[src/rtl/axil_master_bridge_pkg.sv]
// Shared types for the AXI4-Lite master bridge: response codes, FSM states,
// default bus widths.
// Imported by the bus interface and by the bridge itself.
package axil_pkg;

    localparam int AXIL_ADDR_WIDTH = 16;
    localparam int AXIL_DATA_WIDTH = 32;

    typedef enum logic [1:0] {
        OKAY   = 2'b00,
        EXOKAY = 2'b01,
        SLVERR = 2'b10,
        DECERR = 2'b11
    } resp_e;

    typedef enum logic [2:0] {
        IDLE,
        WR_REQ,
        WR_RESP,
        RD_REQ,
        RD_DATA,
        RSP
    } state_e;

endpackage

[src/rtl/axil_master_bridge_if.sv]
// AXI4-Lite bus bundle (AW, W, B, AR, R channels) with master/slave views.
// Ports: master drives aw*/w*/ar* payload+valid and bready/rready;
//        slave drives the readies, B response and R data/response.
interface axil_master_bridge_if
    import axil_pkg::*;
#(
    parameter int ADDR_WIDTH = AXIL_ADDR_WIDTH,
    parameter int DATA_WIDTH = AXIL_DATA_WIDTH,
    parameter int STRB_WIDTH = DATA_WIDTH / 8
);
    logic [ADDR_WIDTH-1:0] awaddr;
    logic [2:0]            awprot;
    logic                  awvalid;
    logic                  awready;
    logic [DATA_WIDTH-1:0] wdata;
    logic [STRB_WIDTH-1:0] wstrb;
    logic                  wvalid;
    logic                  wready;
    logic [1:0]            bresp;
    logic                  bvalid;
    logic                  bready;
    logic [ADDR_WIDTH-1:0] araddr;
    logic [2:0]            arprot;
    logic                  arvalid;
    logic                  arready;
    logic [DATA_WIDTH-1:0] rdata;
    logic [1:0]            rresp;
    logic                  rvalid;
    logic                  rready;

    modport master (
        output awaddr, awprot, awvalid, input  awready,
        output wdata, wstrb, wvalid,    input  wready,
        input  bresp, bvalid,           output bready,
        output araddr, arprot, arvalid, input  arready,
        input  rdata, rresp, rvalid,    output rready
    );

    modport slave (
        input  awaddr, awprot, awvalid, output awready,
        input  wdata, wstrb, wvalid,    output wready,
        output bresp, bvalid,           input  bready,
        input  araddr, arprot, arvalid, output arready,
        output rdata, rresp, rvalid,    input  rready
    );
endinterface

[src/rtl/axil_master_bridge.sv]
// Purpose: single-beat cmd/rsp to AXI4-Lite master, one transaction in flight.
// Latency: accept N -> AXI valid N+1 -> bready/rready N+2 -> rsp_valid N+3.
// Backpressure: any slave stall or rsp_ready=0 holds the current state; cmd_ready=0 outside IDLE.
// Ports: clk/rst (sync, active-high); cmd_* request in; rsp_* response out;
//        m_axil master modport of axil_master_bridge_if.
// Optional: AXIL_MASTER_TIMEOUT_EN adds TIMEOUT_CYCLES and a sticky timeout_err output.
module axil_master_bridge
    import axil_pkg::*;
#(
    parameter int ADDR_WIDTH = AXIL_ADDR_WIDTH,
    parameter int DATA_WIDTH = AXIL_DATA_WIDTH,
    parameter int STRB_WIDTH = DATA_WIDTH / 8
`ifdef AXIL_MASTER_TIMEOUT_EN
    ,
    parameter int TIMEOUT_CYCLES = 256
`endif
) (
    input  logic                  clk,
    input  logic                  rst,
    input  logic                  cmd_valid,
    output logic                  cmd_ready,
    input  logic                  cmd_write,
    input  logic [ADDR_WIDTH-1:0] cmd_addr,
    input  logic [DATA_WIDTH-1:0] cmd_wdata,
    input  logic [STRB_WIDTH-1:0] cmd_wstrb,
    input  logic [2:0]            cmd_prot,
    output logic                  rsp_valid,
    input  logic                  rsp_ready,
    output logic                  rsp_write,
    output logic [DATA_WIDTH-1:0] rsp_rdata,
    output logic [1:0]            rsp_resp,
`ifdef AXIL_MASTER_TIMEOUT_EN
    output logic                  timeout_err,
`endif
    axil_master_bridge_if.master  m_axil
);

    state_e                state_q, state_d;
    logic                  aw_done_q, aw_done_d;
    logic                  w_done_q, w_done_d;
    logic [ADDR_WIDTH-1:0] addr_q, addr_d;
    logic [DATA_WIDTH-1:0] wdata_q, wdata_d;
    logic [STRB_WIDTH-1:0] wstrb_q, wstrb_d;
    logic [2:0]            prot_q, prot_d;
    logic                  rsp_write_q, rsp_write_d;
    logic [DATA_WIDTH-1:0] rsp_rdata_q, rsp_rdata_d;
    logic [1:0]            rsp_resp_q, rsp_resp_d;
    logic                  aw_hs, w_hs;

    // Handshake outputs decode straight from registered state, so each valid
    // drops the cycle after its own handshake and never glitches on inputs.
    assign cmd_ready      = (state_q == IDLE);
    assign rsp_valid      = (state_q == RSP);
    assign m_axil.awvalid = (state_q == WR_REQ) && !aw_done_q;
    assign m_axil.wvalid  = (state_q == WR_REQ) && !w_done_q;
    assign m_axil.bready  = (state_q == WR_RESP);
    assign m_axil.arvalid = (state_q == RD_REQ);
    assign m_axil.rready  = (state_q == RD_DATA);

    // Payload comes only from capture registers: stable from accept until valid drops.
    assign m_axil.awaddr  = addr_q;
    assign m_axil.araddr  = addr_q;
    assign m_axil.awprot  = prot_q;
    assign m_axil.arprot  = prot_q;
    assign m_axil.wdata   = wdata_q;
    assign m_axil.wstrb   = wstrb_q;

    assign rsp_write      = rsp_write_q;
    assign rsp_rdata      = rsp_rdata_q;
    assign rsp_resp       = rsp_resp_q;

    assign aw_hs = m_axil.awvalid & m_axil.awready;
    assign w_hs  = m_axil.wvalid & m_axil.wready;

    always_comb begin
        state_d     = state_q;
        aw_done_d   = aw_done_q;
        w_done_d    = w_done_q;
        addr_d      = addr_q;
        wdata_d     = wdata_q;
        wstrb_d     = wstrb_q;
        prot_d      = prot_q;
        rsp_write_d = rsp_write_q;
        rsp_rdata_d = rsp_rdata_q;
        rsp_resp_d  = rsp_resp_q;

        unique case (state_q)
            IDLE: begin
                if (cmd_valid) begin
                    addr_d    = cmd_addr;
                    wdata_d   = cmd_wdata;
                    wstrb_d   = cmd_wstrb;
                    prot_d    = cmd_prot;
                    aw_done_d = 1'b0;
                    w_done_d  = 1'b0;
                    state_d   = cmd_write ? WR_REQ : RD_REQ;
                end
            end
            WR_REQ: begin
                // AW and W may complete in either order or together.
                aw_done_d = aw_done_q | aw_hs;
                w_done_d  = w_done_q | w_hs;
                if (aw_done_d && w_done_d) begin
                    state_d = WR_RESP;
                end
            end
            WR_RESP: begin
                if (m_axil.bvalid) begin
                    rsp_resp_d  = m_axil.bresp;
                    rsp_write_d = 1'b1;
                    rsp_rdata_d = '0;
                    state_d     = RSP;
                end
            end
            RD_REQ: begin
                if (m_axil.arready) begin
                    state_d = RD_DATA;
                end
            end
            RD_DATA: begin
                if (m_axil.rvalid) begin
                    rsp_resp_d  = m_axil.rresp;
                    rsp_write_d = 1'b0;
                    rsp_rdata_d = m_axil.rdata;
                    state_d     = RSP;
                end
            end
            RSP: begin
                if (rsp_ready) begin
                    state_d = IDLE;
                end
            end
            default: state_d = IDLE;
        endcase
    end

    always_ff @(posedge clk) begin
        if (rst) begin
            state_q     <= IDLE;
            aw_done_q   <= 1'b0;
            w_done_q    <= 1'b0;
            addr_q      <= '0;
            wdata_q     <= '0;
            wstrb_q     <= '0;
            prot_q      <= '0;
            rsp_write_q <= 1'b0;
            rsp_rdata_q <= '0;
            rsp_resp_q  <= OKAY;
        end else begin
            state_q     <= state_d;
            aw_done_q   <= aw_done_d;
            w_done_q    <= w_done_d;
            addr_q      <= addr_d;
            wdata_q     <= wdata_d;
            wstrb_q     <= wstrb_d;
            prot_q      <= prot_d;
            rsp_write_q <= rsp_write_d;
            rsp_rdata_q <= rsp_rdata_d;
            rsp_resp_q  <= rsp_resp_d;
        end
    end

`ifdef AXIL_MASTER_TIMEOUT_EN
    localparam int CNT_W = $clog2(TIMEOUT_CYCLES + 1);

    logic [CNT_W-1:0] cnt_q, cnt_d;
    logic             timeout_err_q, timeout_err_d;
    logic             waiting;

    assign waiting     = state_q inside {WR_REQ, WR_RESP, RD_REQ, RD_DATA};
    assign timeout_err = timeout_err_q;

    // Counter restarts on every state change and saturates; the flag only
    // reports a stall, the FSM keeps waiting so the bus stays legal.
    always_comb begin
        cnt_d         = cnt_q;
        timeout_err_d = timeout_err_q;
        if (!waiting || (state_d != state_q)) begin
            cnt_d = '0;
        end else if (cnt_q != CNT_W'(TIMEOUT_CYCLES)) begin
            cnt_d = cnt_q + 1'b1;
        end
        if (cnt_d == CNT_W'(TIMEOUT_CYCLES)) begin
            timeout_err_d = 1'b1;
        end
    end

    always_ff @(posedge clk) begin
        if (rst) begin
            cnt_q         <= '0;
            timeout_err_q <= 1'b0;
        end else begin
            cnt_q         <= cnt_d;
            timeout_err_q <= timeout_err_d;
        end
    end
`endif

endmodule

[src/flat_wrapper.sv]
// flat-port wrapper written by rule: the top's interface ports become plain ports
module axil_master_bridge_flat import axil_pkg::*;
#(
    parameter int ADDR_WIDTH = AXIL_ADDR_WIDTH,
    parameter int DATA_WIDTH = AXIL_DATA_WIDTH,
    parameter int STRB_WIDTH = DATA_WIDTH / 8

)
  (clk, rst, cmd_valid, cmd_ready, cmd_write, cmd_addr, cmd_wdata, cmd_wstrb, cmd_prot, rsp_valid, rsp_ready, rsp_write, rsp_rdata, rsp_resp, m_axil_awaddr, m_axil_awprot, m_axil_awvalid, m_axil_awready, m_axil_wdata, m_axil_wstrb, m_axil_wvalid, m_axil_wready, m_axil_bresp, m_axil_bvalid, m_axil_bready, m_axil_araddr, m_axil_arprot, m_axil_arvalid, m_axil_arready, m_axil_rdata, m_axil_rresp, m_axil_rvalid, m_axil_rready);
  axil_master_bridge_if #(.ADDR_WIDTH(ADDR_WIDTH), .DATA_WIDTH(DATA_WIDTH), .STRB_WIDTH(STRB_WIDTH)) m_axil_i ();
  input  logic clk;
  input  logic rst;
  input  logic cmd_valid;
  output logic cmd_ready;
  input  logic cmd_write;
  input  logic [ADDR_WIDTH-1:0] cmd_addr;
  input  logic [DATA_WIDTH-1:0] cmd_wdata;
  input  logic [STRB_WIDTH-1:0] cmd_wstrb;
  input  logic [2:0] cmd_prot;
  output logic rsp_valid;
  input  logic rsp_ready;
  output logic rsp_write;
  output logic [DATA_WIDTH-1:0] rsp_rdata;
  output logic [1:0] rsp_resp;
  output wire logic [$bits(m_axil_i.awaddr)-1:0] m_axil_awaddr;
  output wire logic [$bits(m_axil_i.awprot)-1:0] m_axil_awprot;
  output wire logic [$bits(m_axil_i.awvalid)-1:0] m_axil_awvalid;
  input wire logic [$bits(m_axil_i.awready)-1:0] m_axil_awready;
  output wire logic [$bits(m_axil_i.wdata)-1:0] m_axil_wdata;
  output wire logic [$bits(m_axil_i.wstrb)-1:0] m_axil_wstrb;
  output wire logic [$bits(m_axil_i.wvalid)-1:0] m_axil_wvalid;
  input wire logic [$bits(m_axil_i.wready)-1:0] m_axil_wready;
  input wire logic [$bits(m_axil_i.bresp)-1:0] m_axil_bresp;
  input wire logic [$bits(m_axil_i.bvalid)-1:0] m_axil_bvalid;
  output wire logic [$bits(m_axil_i.bready)-1:0] m_axil_bready;
  output wire logic [$bits(m_axil_i.araddr)-1:0] m_axil_araddr;
  output wire logic [$bits(m_axil_i.arprot)-1:0] m_axil_arprot;
  output wire logic [$bits(m_axil_i.arvalid)-1:0] m_axil_arvalid;
  input wire logic [$bits(m_axil_i.arready)-1:0] m_axil_arready;
  input wire logic [$bits(m_axil_i.rdata)-1:0] m_axil_rdata;
  input wire logic [$bits(m_axil_i.rresp)-1:0] m_axil_rresp;
  input wire logic [$bits(m_axil_i.rvalid)-1:0] m_axil_rvalid;
  output wire logic [$bits(m_axil_i.rready)-1:0] m_axil_rready;
  assign m_axil_awaddr = m_axil_i.awaddr;
  assign m_axil_awprot = m_axil_i.awprot;
  assign m_axil_awvalid = m_axil_i.awvalid;
  assign m_axil_i.awready = m_axil_awready;
  assign m_axil_wdata = m_axil_i.wdata;
  assign m_axil_wstrb = m_axil_i.wstrb;
  assign m_axil_wvalid = m_axil_i.wvalid;
  assign m_axil_i.wready = m_axil_wready;
  assign m_axil_i.bresp = m_axil_bresp;
  assign m_axil_i.bvalid = m_axil_bvalid;
  assign m_axil_bready = m_axil_i.bready;
  assign m_axil_araddr = m_axil_i.araddr;
  assign m_axil_arprot = m_axil_i.arprot;
  assign m_axil_arvalid = m_axil_i.arvalid;
  assign m_axil_i.arready = m_axil_arready;
  assign m_axil_i.rdata = m_axil_rdata;
  assign m_axil_i.rresp = m_axil_rresp;
  assign m_axil_i.rvalid = m_axil_rvalid;
  assign m_axil_rready = m_axil_i.rready;
  axil_master_bridge #(.ADDR_WIDTH(ADDR_WIDTH), .DATA_WIDTH(DATA_WIDTH), .STRB_WIDTH(STRB_WIDTH)) u_core (.clk(clk), .rst(rst), .cmd_valid(cmd_valid), .cmd_ready(cmd_ready), .cmd_write(cmd_write), .cmd_addr(cmd_addr), .cmd_wdata(cmd_wdata), .cmd_wstrb(cmd_wstrb), .cmd_prot(cmd_prot), .rsp_valid(rsp_valid), .rsp_ready(rsp_ready), .rsp_write(rsp_write), .rsp_rdata(rsp_rdata), .rsp_resp(rsp_resp), .m_axil(m_axil_i));
endmodule
[config.mk]
export PLATFORM = sky130hd
export DESIGN_NAME = axil_master_bridge_flat
export DESIGN_NICKNAME = d
export VERILOG_FILES = /design/src/rtl/axil_master_bridge_pkg.sv /design/src/rtl/axil_master_bridge_if.sv /design/src/rtl/axil_master_bridge.sv /design/src/flat_wrapper.sv
export SDC_FILE = /design/constraint.sdc
export NUM_CORES = 1
export LEC_CHECK = 0
export CAP_MARGIN = 20
export CORE_MARGIN = 1
export CORE_UTILIZATION = 40
export CTS_CLUSTER_SIZE = 12
export DETAILED_ROUTE_END_ITERATION = 6
export GPL_TIMING_DRIVEN = 0
export PLACE_DENSITY = 0.92
export RECOVER_POWER = 100
export SLEW_MARGIN = 0
export SYNTH_ARGS = -nofsm -noshare
export SYNTH_HDL_FRONTEND = slang
export SYNTH_SLANG_ARGS = --single-unit
[constraint.sdc]
create_clock -name clk -period 2.99 [get_ports clk]
set_input_delay 0.897 -clock clk [delete_from_list [all_inputs] [get_ports clk]]
set_output_delay 0.897 -clock clk [all_outputs]
set_load 0.01 [all_outputs]
# Word level (Yosys, flattened, before mapping)
# Cells that the tools add are included.
# W data, S select, Z words.
[word_totals] wordCells=57 in_bits=101 output_inout_bits=116 ff_bits=95
[classes] mux=20 reduce_logical=12 n_eq_ne=11 n_bitwise=4
[ops] operator="$mux W32" n=2
[ops] operator="$pmux W32 S2" n=1
[ops] operator="$mux W3" n=6
[ops] operator="$pmux W3 S6" n=1
[ops] operator="$ne A2 B2 Y1 const B" n=4
[ops] operator="$eq A3 B2 Y1 const B" n=2
[ops] operator="$eq A3 B3 Y1 const B" n=2
[ops] operator="$mux W2" n=3
[ops] operator="$pmux W1 S2" n=3
[ops] operator="$reduce_and A6 Y1" n=1
[ops] operator="$ne A2 B1 Y1 const B" n=2
[ops] operator="$pmux W2 S2" n=1
[ops] operator="$reduce_and A2 Y1" n=2
[ops] operator="$reduce_bool A2 Y1" n=2
[ops] operator="$eq A3 B1 Y1 const B" n=1
[ops] operator="$logic_and A1 B1 Y1" n=3
[ops] operator="$logic_not A3 Y1" n=1
[ops] operator="$mux W1" n=3
[ops] operator="$reduce_and A3 Y1" n=1
[ops] operator="$and A1 B1 Y1" n=2
[ops] operator="$logic_not A1 Y1" n=2
[ops] operator="$or A1 B1 Y1" n=2

# Longest topological paths before layout
# Gate-level depths: netlist (run 1).
[depth] word_depth=7 ltp_mapped=6 depth_no_buf=4

# Worst setup path before layout (run 1)
# Ideal clock, no wire load.
[synth_path] path_kind="register to output" startpoint="reg u_core.state_q[0]" endpoint="out m_axil_awvalid" slack_ns=1.058 t_arrival_ns=1.035 path_stages_with_launch=5 n_path_buf=2 required_ns=2.093 cell_sequence="dfxtp_1 buf_2 clkbuf_1 nand2_1 nor2_1"
[synth_between] elab_chain_cells=2
[synth_rtl] item="start, declared" line="axil_master_bridge.sv:38" text="state_e state_q, state_d;"
[synth_rtl] item="start signal, assigned" line="axil_master_bridge.sv:150" text="state_q <= state_d;"
[synth_rtl] item="$eq A3 B1 Y1" line="axil_master_bridge.sv:54" text="assign m_axil.awvalid = (state_q == WR_REQ) && !aw_done_q;"
[synth_rtl] item="$logic_and A1 B1 Y1" line="axil_master_bridge.sv:54"
[synth_rtl] item="end, declared" line="flat_wrapper.sv:27" text="output wire logic [$bits(m_axil_i.awvalid)-1:0] m_axil_awvalid;"
# Every way passes these cells.

# Final worst setup path (run 1)
[layout_path] startpoint="reg u_core.state_q[0]" endpoint="out rsp_valid"
[layout_between] elab_chain_cells=1
[layout_rtl] item="$eq A3 B3 Y1" line="axil_master_bridge.sv:53" text="assign rsp_valid = (state_q == RSP);"
[layout_rtl] item="end, declared" line="flat_wrapper.sv:20" text="output logic rsp_valid;"
# Every way passes these cells.

==> qor.tcl, run 1 <==
set qor(status) {finished clean}
set qor(fp.dieArea_um2) 9405
set qor(hold_viol) 0
set qor(antenna_cells) 0
set qor(port_buffers) 215
set qor(tritoncts.num_buffers) 9
set qor(ys_top_cells_by_count) {115 x sky130_fd_sc_hd__nand2_1, 95 x sky130_fd_sc_hd__dfxtp_1, 59 x sky130_fd_sc_hd__a21oi_1, 39 x sky130_fd_sc_hd__nor2_1, 32 x sky130_fd_sc_hd__a22oi_1}
set qor(post-synth-top-area-fraction_pct) 52.70
set qor(final_setup_violation_count) 0
set qor(slew_headroom_pct) 61.22
set qor(vias_per_std_cell) 5.007
set qor(setup_ws_ns) 0.2303
set qor(r2r-end) {u_core.m_axil.wdata[5]}
set qor(synthesis.area_um2) 3608
set qor(slew_violations) 0
set qor(first_global_vias) 3752
set qor(grt_first_pass_wirelength_um) 17530
set qor(critical_path_required_ns) 2.09
set qor(cell_with_the_most_instances_after_synthesis) {sky130_fd_sc_hd__nand2_1}
set qor(critical_path.endpoint_type) {output port}
set qor(cts_tree) {yes}
set qor(worst_hold_path.endpoint) {u_core.m_axil.wdata[9]}
set qor(post-route-drc-count) 0
set qor(gpl.final_weighted_congestion) 0.8037
set qor(worst_reg_to_reg_cells) 6
set qor(fin_skew_ns) 0.01035
set qor(timing.setup.tns_ns) 0
set qor(area_growth_syn_to_layout_pct) 66.85
set qor(post_cts_resized) 0
set qor(critical_path.max_stage_delay_ns) 0.61
set qor(slowest_stage) {sky130_fd_sc_hd__dlygate4sd3_1}
set qor(worstPathArrival_ns) 1.86
set qor(period_share_pct) 92.30
set qor(layout-drive-gt1-share_pct) 6.222
set qor(holdPathStages) 2
set qor(worst-r2r-setup-slack_ns) 0.92
set qor(pre_cts_slack_ns) 0.4507
set qor(antenna_found_initial) 0
set qor(met3_usage_pct) 8.382
set qor(num_io_pins) 217
set qor(synth.net_count) 531
set qor(timing.rr.start) {u_core.state_q[2]}
set qor(detail_route.first_pass.iterations) 4
set qor(period_needed_ns) 2.760
set qor(worst_pin_slew_ns) 0.5817
set qor(detail_route.iter0.violations) 122
set qor(synth-seq-cells) 95
set qor(postCtsSetupRepairBufs) 0
set qor(synth_area_leader_cell) {sky130_fd_sc_hd__dfxtp_1}
set qor(post_synth_main_area_contributors) {sky130_fd_sc_hd__dfxtp_1 53%, sky130_fd_sc_hd__nand2_1 12%, sky130_fd_sc_hd__a21oi_1 8.2%}
set qor(count_of_flip_flops_with_a_built_in_enable_after_synthesis) 0
set qor(cts_hold_buf) 0
set qor(global_route.usage.total_pct) 23.09
set qor(clk-insertion-delay-late_ns) 0.35
set qor(timing.fmax_mhz) 362.4
set qor(number_of_levels_in_the_clock_h_tree) 3
set qor(die_width_um) 96.98
set qor(grt_max_degree) 16
set qor(clock-sinks) 95
set qor(wl_per_cell_um) 14.77
set qor(yosysWarnings) 0
set qor(busiest_layer) {met2}
set qor(layoutNonFillerInstCount) 767
set qor(synth-async-reset-ratio_pct) 0
set qor(numPlacedInstances) 753
set qor(worstPathCellList) {clkbuf_2, and3b_1, dlygate4sd3_1}
set qor(crit_path_max_fanout) 19
set qor(yosysSeqAreaShare_pct) 52.70
set qor(drv_cap) 0
set qor(ctsRootBufferMaster) {sky130_fd_sc_hd__clkbuf_8}
set qor(clk_path_buf_depth) 2
set qor(dp_hpwl_um) 8672
set qor(p_leak_nw) 2.559
set qor(row_count) 34
set qor(postRouteAntennaNets) 0
set qor(setup_cp_type) {flop to output port}
set qor(drt-total-wl_um) 11330
set qor(hold_path_startpoint) {u_core.m_axil.wdata[9]}
set qor(synth.avg_cell_area_um2) 8.392
set qor(ys.flop_type) {sky130_fd_sc_hd__dfxtp_1}
set qor(netlist-cell-type-count) 32
set qor(rsz0062_at_grt) {no}
set qor(pwr_density_cell_nw_per_um2) 561.7
set qor(fin_nets) 756
set qor(starting_density_of_the_core_pct) 41.38
set qor(grt.met2_usage_pct) 42.31
set qor(ir_worst_vdd_mv) 0.3429
set qor(hold_class) {flop to flop}
set qor(syn_inst) 430
set qor(via_count_of_the_routed_design) 3840
set qor(gr-total-overflow) 0
set qor(setup.worst_path.start_class) {flop}
set qor(floorplan.die.height_um) 96.98
set qor(core_area_um2) 8721
set qor(clk_pin_slew_ns) 0.10
set qor(use_met1_pct) 24.61
-- cell usage in the layout (no fill, tap or decap), types with 2 or more instances in the layout --
cell	instances
sky130_fd_sc_hd__a21o_1	2
sky130_fd_sc_hd__nor3_1	4
sky130_fd_sc_hd__dfxtp_1	95
sky130_fd_sc_hd__nand2_1	115
sky130_fd_sc_hd__nor2_1	40
sky130_fd_sc_hd__clkdlybuf4s50_1	102
sky130_fd_sc_hd__nand2b_1	4
sky130_fd_sc_hd__dlygate4sd3_1	113
sky130_fd_sc_hd__clkbuf_1	25
sky130_fd_sc_hd__a21oi_1	60
sky130_fd_sc_hd__clkinvlp_4	2
sky130_fd_sc_hd__nand3b_1	2
sky130_fd_sc_hd__clkbuf_8	10
sky130_fd_sc_hd__mux2i_1	3
sky130_fd_sc_hd__buf_2	3
sky130_fd_sc_hd__buf_4	20
sky130_fd_sc_hd__inv_1	2
sky130_fd_sc_hd__o21ai_0	5
sky130_fd_sc_hd__clkinv_2	2
sky130_fd_sc_hd__a311oi_1	2
sky130_fd_sc_hd__a22oi_1	32
sky130_fd_sc_hd__clkbuf_2	2
-- kinds of logic (layout without fill, tap and decap cells) --
group | count (synthesis) | after routing | share of synthesized area [%]
and+or+nand+nor | 173 | 173 | 20.04
AOI/OAI and AO/OA | 106 | 106 | 17.93
DFF | 95 | 95 | 52.70
buffers and inverters | 53 | 282 | 8.495
muxes | 3 | 3 | 0.8322
-- per-stage QoR --
| step | cell area (µm²) | util [%] | hold WS [ns] | power (mW) |
|---|---|---|---|---|
| 2_1_floorplan | 3608 | - | 0.4805 | 2.110 |
| 3_3_place_gp | 5896 | 67.60 | 0.4417 | 2.702 |
| 3_5_place_dp | 5896 | 67.60 | 0.4459 | 2.749 |
| 4_1_cts | 6067 | 69.57 | 0.4592 | 3.499 |
| 5_1_grt | 6021 | 69.04 | 0.4772 | 3.551 |
| 6_report | 6021 | 69.04 | 0.4545 | 3.382 |
-- sequential cells by signal (all words and copies together) (netlist names) --
name / flops
u_core.m_axil.wdata: 32
u_core.rsp_resp: 2
u_core.w_done_q: 1
u_core.m_axil.araddr: 16
u_core.m_axil.arprot: 3
u_core.aw_done_q: 1
u_core.m_axil.wstrb: 4
u_core.state_q: 3
u_core.rsp_write: 1
u_core.rsp_rdata: 32
-- final cells by class --
class | count | area [µm²]
clock buffer | 10 | 137.6
fill | 679 | 2700
buffer | 50 | 269.0
inverter | 2 | 7.507
sequential | 95 | 1902
tap | 108 | 135.1
timing repair buffer | 215 | 2152
multi-input combinational | 282 | 1384
clock inverter | 5 | 33.78
-- worst max path at each step --
stage	startpoint	end	slack [ns]	cells past startpoint
after global routing	u_core.state_q[1]	m_axil_awvalid	0.14	5
final	u_core.state_q[0]	rsp_valid	0.23	3
after detailed placement	u_core.state_q[0]	m_axil_awvalid	0.45	5
after global placement	u_core.state_q[0]	m_axil_wvalid	0.46	5
after CTS	u_core.state_q[0]	m_axil_awvalid	0.06	5
after floorplan	u_core.state_q[0]	m_axil_awvalid	1.06	4
-- routing by layer --
metal / part of all wire, % / vias up
met5: 0 / -
li1: - / 1870
met3: 9.5 / 14
met2: 50 / 182
met4: 1.8 / 0
met1: 39 / 1774
-- power by group --
part	total, mW	leakage, nW	internal [mW]	switching (mW)
Combinational	1.13	1.70	0.567	0.563
Sequential	1.49	0.774	1.40	0.0809
Clock	0.767	0.0845	0.321	0.446
Total	3.38	2.56	2.29	1.09
-- critical path: cells and delay by family (launching register included) --
family | cells | cell delay (ns)
buffers and inverters | 2 | 0.92
flip-flops | 1 | 0.34
AND/OR/NAND/NOR | 1 | 0.25
No activity file was read; power rests on OpenSTA's default activity.
==> inputs of run 2 (changes only) <==
--- a/config.mk
+++ b/config.mk
@@ -8,11 +8,12 @@
 export CAP_MARGIN = 20
 export CORE_MARGIN = 1
 export CORE_UTILIZATION = 40
-export CTS_CLUSTER_SIZE = 12
+export CTS_CLUSTER_SIZE = 28
 export DETAILED_ROUTE_END_ITERATION = 6
 export GPL_TIMING_DRIVEN = 0
 export PLACE_DENSITY = 0.92
 export RECOVER_POWER = 100
+export SKIP_CTS_REPAIR_TIMING = 1
 export SLEW_MARGIN = 0
 export SYNTH_ARGS = -nofsm -noshare
 export SYNTH_HDL_FRONTEND = slang
==> constraint.sdc (replaced) <==
create_clock -name clk -period 3.5 [get_ports clk]
set_input_delay 1.05 -clock clk [delete_from_list [all_inputs] [get_ports clk]]
set_output_delay 1.05 -clock clk [all_outputs]
set_load 0.01 [all_outputs]
==> run 2 against run 1 <==
  * Sequential power is 15% lower
  * First-iteration DRC count down 16%
  * Worst hold slack lost 0.00063 ns
  * Via count is 0.13% higher
  * Combinational power fell by 14%
  * Non-clock buffer count increased by 1
  * Flip-flop and latch count unchanged
  * Die area is the same
  * Global-route usage stayed put
==> qor.tcl, run 2 (synthesized netlist as in run 1, its figures left out) <==
set qor(status) {finished clean} ;# unchanged
set qor(grt_max_degree) 16 ;# unchanged
set qor(ctsRootBufferMaster) {sky130_fd_sc_hd__clkbuf_8} ;# unchanged
set qor(timing.critical_path.from) {u_core.state_q[0]} ;# unchanged
set qor(hold_class) {flop to flop} ;# unchanged
set qor(floorplan.die.height_um) 96.98 ;# unchanged
set qor(clk-insertion-delay-late_ns) 0.35 ;# about the same
set qor(drt-total-wl_um) 11330 ;# unchanged
set qor(setup_cp_type) {flop to output port} ;# unchanged
set qor(gr-total-overflow) 0 ;# unchanged
set qor(first_global_vias) 3752 ;# unchanged
set qor(fin_total_pwr_mw) 2.889 ;# was 3.382 mW
set qor(clk_pin_slew_ns) 0.09 ;# was 0.10 ns
set qor(wl_per_cell_um) 14.75 ;# was 14.77 µm
set qor(dp_hpwl_um) 8672 ;# unchanged
set qor(num_io_pins) 217 ;# unchanged
set qor(period_share_pct) 92.30
set qor(antenna_found_initial) 0 ;# unchanged
set qor(p_leak_nw) 2.561 ;# was 2.559 nW
set qor(port_buffers) 215 ;# unchanged
set qor(commonest_non_fill_non_tap_cell_in_the_layout) {sky130_fd_sc_hd__nand2_1} ;# unchanged
set qor(setup.worst_path.start_class) {flop} ;# unchanged
set qor(timing.fmax_mhz) 309.6
set qor(timing.setup.tns_ns) 0 ;# unchanged
set qor(slowest_stage) {sky130_fd_sc_hd__clkdlybuf4s50_1} ;# was sky130_fd_sc_hd__dlygate4sd3_1
set qor(placedInstanceArea_um2) 5896 ;# unchanged
set qor(fin_util_pct) 69.10 ;# was 69.04%
set qor(critical_path_required_ns) 2.45 ;# was 2.09 ns
set qor(pwr_density_cell_nw_per_um2) 479.5 ;# was 561.7 nW/µm²
set qor(hold_viol) 0 ;# unchanged
set qor(gpl.final_weighted_congestion) 0.8037 ;# unchanged
set qor(vias_per_std_cell) 5.007 ;# about the same
set qor(crit_path_max_fanout) 10 ;# was 19
set qor(clock-sinks) 95 ;# unchanged
set qor(grt_first_pass_wirelength_um) 17530 ;# unchanged
set qor(fp.dieArea_um2) 9405 ;# unchanged
set qor(worst_reg_to_reg_cells) 6 ;# unchanged
set qor(critical_path.endpoint_type) {output port} ;# unchanged
set qor(worstPathArrival_ns) 2.18 ;# was 1.86 ns
set qor(clk_path_buf_depth) 2 ;# unchanged
set qor(detail_route.iter0.violations) 103 ;# was 122
set qor(ir_worst_vdd_mv) 0.2908 ;# was 0.3429 mV
set qor(core_area_um2) 8721 ;# unchanged
set qor(area_growth_syn_to_layout_pct) 66.99 ;# was 66.85%
set qor(layout-drive-gt1-share_pct) 6.061 ;# was 6.222%
set qor(detail_route.first_pass.iterations) 4 ;# unchanged
set qor(period_needed_ns) 3.230
set qor(number_of_levels_in_the_clock_h_tree) 3 ;# unchanged
set qor(post-route-drc-count) 0 ;# unchanged
set qor(critical_path.max_stage_delay_ns) 0.55 ;# was 0.61 ns
set qor(antenna_cells) 0 ;# unchanged
set qor(drv_cap) 0 ;# unchanged
set qor(worst-r2r-setup-slack_ns) 1.43 ;# was 0.92 ns
set qor(row_count) 34 ;# unchanged
set qor(tritoncts.num_buffers) 9 ;# unchanged
set qor(final_cell_mix) {115 x sky130_fd_sc_hd__nand2_1, 114 x sky130_fd_sc_hd__dlygate4sd3_1, 101 x sky130_fd_sc_hd__clkdlybuf4s50_1} ;# was 115 x sky130_fd_sc_hd__nand2_1, 113 x sky130_fd_sc_hd__dlygate4sd3_1, 102 x sky130_fd_sc_hd__clkdlybuf4s50_1
set qor(hold_ws_ns) 0.4539 ;# was 0.4545 ns
set qor(final_setup_violation_count) 0 ;# unchanged
set qor(worst_pin_slew_ns) 0.5707 ;# was 0.5817 ns
set qor(postRouteAntennaNets) 0 ;# unchanged
set qor(global_route.usage.total_pct) 23.09 ;# unchanged
set qor(fin_nets) 757 ;# was 756
set qor(r2r-end) {u_core.m_axil.wdata[5]} ;# unchanged
set qor(die_width_um) 96.98 ;# unchanged
set qor(starting_density_of_the_core_pct) 41.38 ;# unchanged
set qor(fin_skew_ns) 0.01143 ;# was 0.01035 ns
set qor(via_count_of_the_routed_design) 3845 ;# was 3840
set qor(cts_tree) {yes} ;# unchanged
set qor(area_of_all_placed_cells_without_fillers_um2) 6026 ;# was 6021 µm²
set qor(rsz0062_at_grt) {no} ;# unchanged
set qor(slew_headroom_pct) 61.95 ;# was 61.22%
set qor(worst_setup_path_endpoint) {m_axil_awvalid} ;# was rsp_valid
set qor(slew_violations) 0 ;# unchanged
set qor(timing.rr.start) {u_core.state_q[2]} ;# unchanged
set qor(worstPathCellList) {clkbuf_1, clkbuf_1, nand2_1, nor2_1, clkdlybuf4s50_1} ;# was clkbuf_2, and3b_1, dlygate4sd3_1
set qor(critPathMostFrequentCell) {sky130_fd_sc_hd__clkbuf_1}
==> run 2: changes by cell type in the layout (fill, tap and decap cells not counted) <==
cell,change
sky130_fd_sc_hd__buf_4,+1
sky130_fd_sc_hd__clkbuf_1,+2
sky130_fd_sc_hd__clkbuf_2,-2
sky130_fd_sc_hd__clkdlybuf4s50_1,-1
sky130_fd_sc_hd__dlygate4sd3_1,+1
==> run 2: cell type report <==
cell class | count | area [µm²]
clock inverters | 5 | 33.78
inverters | 2 | 7.507
multi-input cells | 282 | 1384
well taps | 108 | 135.1
plain buffers | 51 | 274.0
clock buffers | 10 | 137.6
flip-flops and latches | 95 | 1902
fillers | 677 | 2695
repair buffers | 215 | 2152
==> run 2: critical path, delay by kind of cell, from the launching register on <==
| kind | cells | cell delay [ns] |
|---|---|---|
| buffers and inverters | 3 | 1.27 |
| DFF | 1 | 0.34 |
| and+or+nand+nor | 2 | 0.23 |
==> run 2: metal layers <==
| layer | track usage, % | part of all wire (%) | vias to the layer above |
|---|---|---|---|
| li1 | - | - | 1872 |
| met1 | 24.61 | 40 | 1788 |
| met2 | 42.31 | 50 | 172 |
| met3 | 8.382 | 8.6 | 13 |
| met4 | 6.774 | 1.7 | 0 |
| met5 | 0 | 0 | - |
==> run 2: power by group <==
group | total (mW) | switching [mW] | internal [mW] | leakage, nW
Clock | 0.652 | 0.377 | 0.274 | 0.0845
Sequential | 1.27 | 0.0697 | 1.20 | 0.774
Combinational | 0.968 | 0.483 | 0.485 | 1.70
==> run 2: metrics by stage <==
stage                     worst slack [ns]  instances
after CTS                           0.4168        768
after global routing                0.1713        768
after floorplan                      1.415        430
after global placement              0.8156        753
after detailed placement            0.8077        753
final                               0.2695        768
==> run 2: worst min path at each step <==
| stage | cells after the start | end | from |
|---|---|---|---|
| 2_1_floorplan | 2 | u_core.m_axil.wdata[0] | u_core.m_axil.wdata[0] |
| 3_3_place_gp | 2 | u_core.m_axil.wdata[18] | u_core.m_axil.wdata[18] |
| 3_5_place_dp | 2 | u_core.m_axil.wdata[15] | u_core.m_axil.wdata[15] |
| 4_1_cts | 2 | u_core.m_axil.wdata[15] | u_core.m_axil.wdata[15] |
| 5_1_grt | 2 | u_core.m_axil.wdata[9] | u_core.m_axil.wdata[9] |
| 6_report | 2 | u_core.m_axil.wdata[15] | u_core.m_axil.wdata[15] |
==> inputs of run 3 (changes only) <==
--- a/config.mk
+++ b/config.mk
@@ -7,11 +7,11 @@
 export LEC_CHECK = 0
 export CAP_MARGIN = 20
 export CORE_MARGIN = 1
-export CORE_UTILIZATION = 40
+export CORE_UTILIZATION = 34
 export CTS_CLUSTER_SIZE = 28
 export DETAILED_ROUTE_END_ITERATION = 6
 export GPL_TIMING_DRIVEN = 0
-export PLACE_DENSITY = 0.92
+export PLACE_DENSITY = 0.84
 export RECOVER_POWER = 100
 export SKIP_CTS_REPAIR_TIMING = 1
 export SLEW_MARGIN = 0
==> constraint.sdc (replaced) <==
create_clock -name clk -period 2.7 [get_ports clk]
set_input_delay 0.81 -clock clk [delete_from_list [all_inputs] [get_ports clk]]
set_output_delay 0.81 -clock clk [all_outputs]
set_load 0.01 [all_outputs]
==> run 3 against run 2 <==
  * Clock power grew 44%
  * Design area grew 0.91%
  * Combinational power grew 29%
  * Wire length shrank 2.3%
  * Sequential power grew 30%
  * Power grew 33%
  * Sequential share of layout area shrank 0.29 points
  * Global-route usage shrank 3.1 points
  * Highest routed layer unchanged
==> qor.tcl, run 3 (synthesized netlist as in run 1, its figures left out) <==
set qor(status) {finished clean} ;# unchanged
set qor(clk_pin_slew_ns) 0.09 ;# about the same
set qor(gpl.final_weighted_congestion) 0.8559 ;# was 0.8037
set qor(detail_route.iter0.violations) 184 ;# was 103
set qor(number_of_levels_in_the_clock_h_tree) 3 ;# unchanged
set qor(fin_nets) 757 ;# unchanged
set qor(wl_per_cell_um) 13.88 ;# was 14.75 µm
set qor(first_global_vias) 3644 ;# was 3752
set qor(drv_cap) 0 ;# unchanged
set qor(tritoncts.num_buffers) 9 ;# unchanged
set qor(num_io_pins) 217 ;# unchanged
set qor(dp_hpwl_um) 8551 ;# was 8672 µm
set qor(fp.dieArea_um2) 11030 ;# was 9405 µm²
set qor(worst_pin_slew_ns) 0.6083 ;# was 0.5707 ns
set qor(via_count_of_the_routed_design) 3813 ;# was 3845
set qor(ir_worst_vdd_mv) 0.3190 ;# was 0.2908 mV
set qor(clock-sinks) 95 ;# unchanged
set qor(clk-insertion-delay-late_ns) 0.36 ;# was 0.35 ns
set qor(grt_max_degree) 16 ;# unchanged
set qor(fin_util_pct) 58.90 ;# was 69.10%
set qor(core_area_um2) 10320 ;# was 8721 µm²
set qor(hold_path_startpoint) {u_core.m_axil.wdata[0]} ;# was u_core.m_axil.wdata[15]
set qor(hold_viol) 0 ;# unchanged
set qor(fin_skew_ns) 0.01204 ;# was 0.01143 ns
set qor(period_share_pct) 96.49
set qor(period_needed_ns) 2.605
set qor(critical_path.endpoint_type) {output port} ;# unchanged
set qor(setup_cp_type) {flop to output port} ;# unchanged
set qor(slew_violations) 0 ;# unchanged
set qor(area_growth_syn_to_layout_pct) 68.52 ;# was 66.99%
set qor(drt-total-wl_um) 11070 ;# was 11330 µm
set qor(final_setup_violation_count) 0 ;# unchanged
set qor(timing.critical_path.from) {u_core.state_q[0]} ;# unchanged
set qor(cts_tree) {yes} ;# unchanged
set qor(timing.setup.tns_ns) 0 ;# unchanged
set qor(port_buffers) 215 ;# unchanged
set qor(grt_first_pass_wirelength_um) 17570 ;# was 17530 µm
set qor(detail_route.first_pass.iterations) 6 ;# was 4
set qor(antenna_found_initial) 0 ;# unchanged
set qor(timing.fmax_mhz) 383.8
set qor(floorplan.die.height_um) 105.0 ;# was 96.98 µm
set qor(starting_density_of_the_core_pct) 34.95 ;# was 41.38%
set qor(p_leak_nw) 2.575 ;# was 2.561 nW
set qor(pwr_density_cell_nw_per_um2) 631.0 ;# was 479.5 nW/µm²
set qor(ctsRootBufferMaster) {sky130_fd_sc_hd__clkbuf_8} ;# unchanged
set qor(layout-drive-gt1-share_pct) 6.657 ;# was 6.061%
set qor(post-route-drc-count) 0 ;# unchanged
set qor(holdPathStages) 2 ;# unchanged
set qor(layout.filler_cells) 853 ;# was 677
set qor(slew_headroom_pct) 59.45 ;# was 61.95%
set qor(setup.worst_path.start_class) {flop} ;# unchanged
set qor(layout.area.seq_um2) 1902 ;# unchanged
set qor(worst_reg_to_reg_cells) 6 ;# unchanged
set qor(worstPathArrival_ns) 1.80 ;# was 2.18 ns
set qor(area_of_the_multi_input_gates_um2) 1386 ;# was 1384 µm²
set qor(crit_path_max_fanout) 10 ;# unchanged
set qor(critical_path_required_ns) 1.89 ;# was 2.45 ns
set qor(hold_class) {flop to flop} ;# unchanged
set qor(antenna_cells) 0 ;# unchanged
set qor(vias_per_std_cell) 4.784 ;# was 5.007
set qor(global_route.usage.total_pct) 20.01 ;# was 23.09%
set qor(postRouteAntennaNets) 0 ;# unchanged
set qor(clk_path_buf_depth) 2 ;# unchanged
set qor(timing.rr.start) {u_core.state_q[2]} ;# unchanged
set qor(final_cell_mix) {115 x sky130_fd_sc_hd__nand2_1, 111 x sky130_fd_sc_hd__dlygate4sd3_1, 102 x sky130_fd_sc_hd__clkdlybuf4s50_1} ;# was 115 x sky130_fd_sc_hd__nand2_1, 114 x sky130_fd_sc_hd__dlygate4sd3_1, 101 x sky130_fd_sc_hd__clkdlybuf4s50_1
set qor(commonest_non_fill_non_tap_cell_in_the_layout) {sky130_fd_sc_hd__nand2_1} ;# unchanged
set qor(gr-total-overflow) 0 ;# unchanged
set qor(rsz0062_at_grt) {no} ;# unchanged
set qor(die_width_um) 105.0 ;# was 96.98 µm
set qor(row_count) 37 ;# was 34
run 3: cell types whose count changed in the layout (fill, tap and decap cells not counted):
cell / before / now
sky130_fd_sc_hd__dlygate4sd3_1: 114 / 111
sky130_fd_sc_hd__clkbuf_4: 0 / 2
sky130_fd_sc_hd__clkinv_2: 2 / 4
sky130_fd_sc_hd__clkinvlp_4: 2 / 0
sky130_fd_sc_hd__buf_4: 21 / 20
sky130_fd_sc_hd__bufinv_16: 0 / 1
sky130_fd_sc_hd__clkbuf_2: 0 / 1
sky130_fd_sc_hd__clkdlybuf4s50_1: 101 / 102
sky130_fd_sc_hd__nor2_1: 40 / 39
sky130_fd_sc_hd__nor2_2: 0 / 1
run 3: metal layers:
metal	GRT usage, %	part of all wire, %	vias to the layer above
met5	0	0	-
met1	22.33	41	1744
met3	6.925	9.3	18
met4	8.149	1.9	0
li1	-	-	1868
met2	34.67	48	183
run 3: path summary, 6_finish.rpt:
kind | to | slack [ns]
setup / recovery | m_axil_bready | 0.09
setup reg to reg | u_core.m_axil.araddr[10] | 0.54
hold / removal | u_core.m_axil.wdata[0] | 0.45
hold reg to reg | u_core.m_axil.wdata[0] | 0.45
run 3: area by class of cell:
type	count	share of cell area, %
buffer	51	4.588
clock inverter	6	0.9671
clock buffer	10	2.263
tap	136	2.798
multi-input combinational	282	22.80
sequential	95	31.28
inverter	2	0.1235
timing repair buffer	215	35.19
run 3: metrics by stage:
step	instance area, µm²	total power, mW	hold slack [ns]	instances	setup WS, ns
2_1_floorplan	3608	2.336	0.4805	430	0.8549
3_3_place_gp	5931	3.008	0.4406	781	0.1986
3_5_place_dp	5931	3.047	0.4474	781	0.1683
4_1_cts	6127	3.990	0.4590	797	-0.2627
5_1_grt	6081	4.055	0.4676	797	0.009830
6_report	6081	3.837	0.4547	797	0.09465
run 3: report_power, final:
group	total, mW	leakage, nW	switching (mW)	internal [mW]
registers	1.65	0.774	0.0898	1.56
logic	1.25	1.69	0.627	0.624
clock network	0.940	0.106	0.490	0.451
run 3: worst max-delay path, stage by stage (launching register included):
cell,delay [ns]
sky130_fd_sc_hd__dfxtp_1,0.32
sky130_fd_sc_hd__clkbuf_4,0.18
sky130_fd_sc_hd__clkbuf_4,0.19
sky130_fd_sc_hd__nor3b_1,0.18
sky130_fd_sc_hd__clkdlybuf4s50_1,0.56
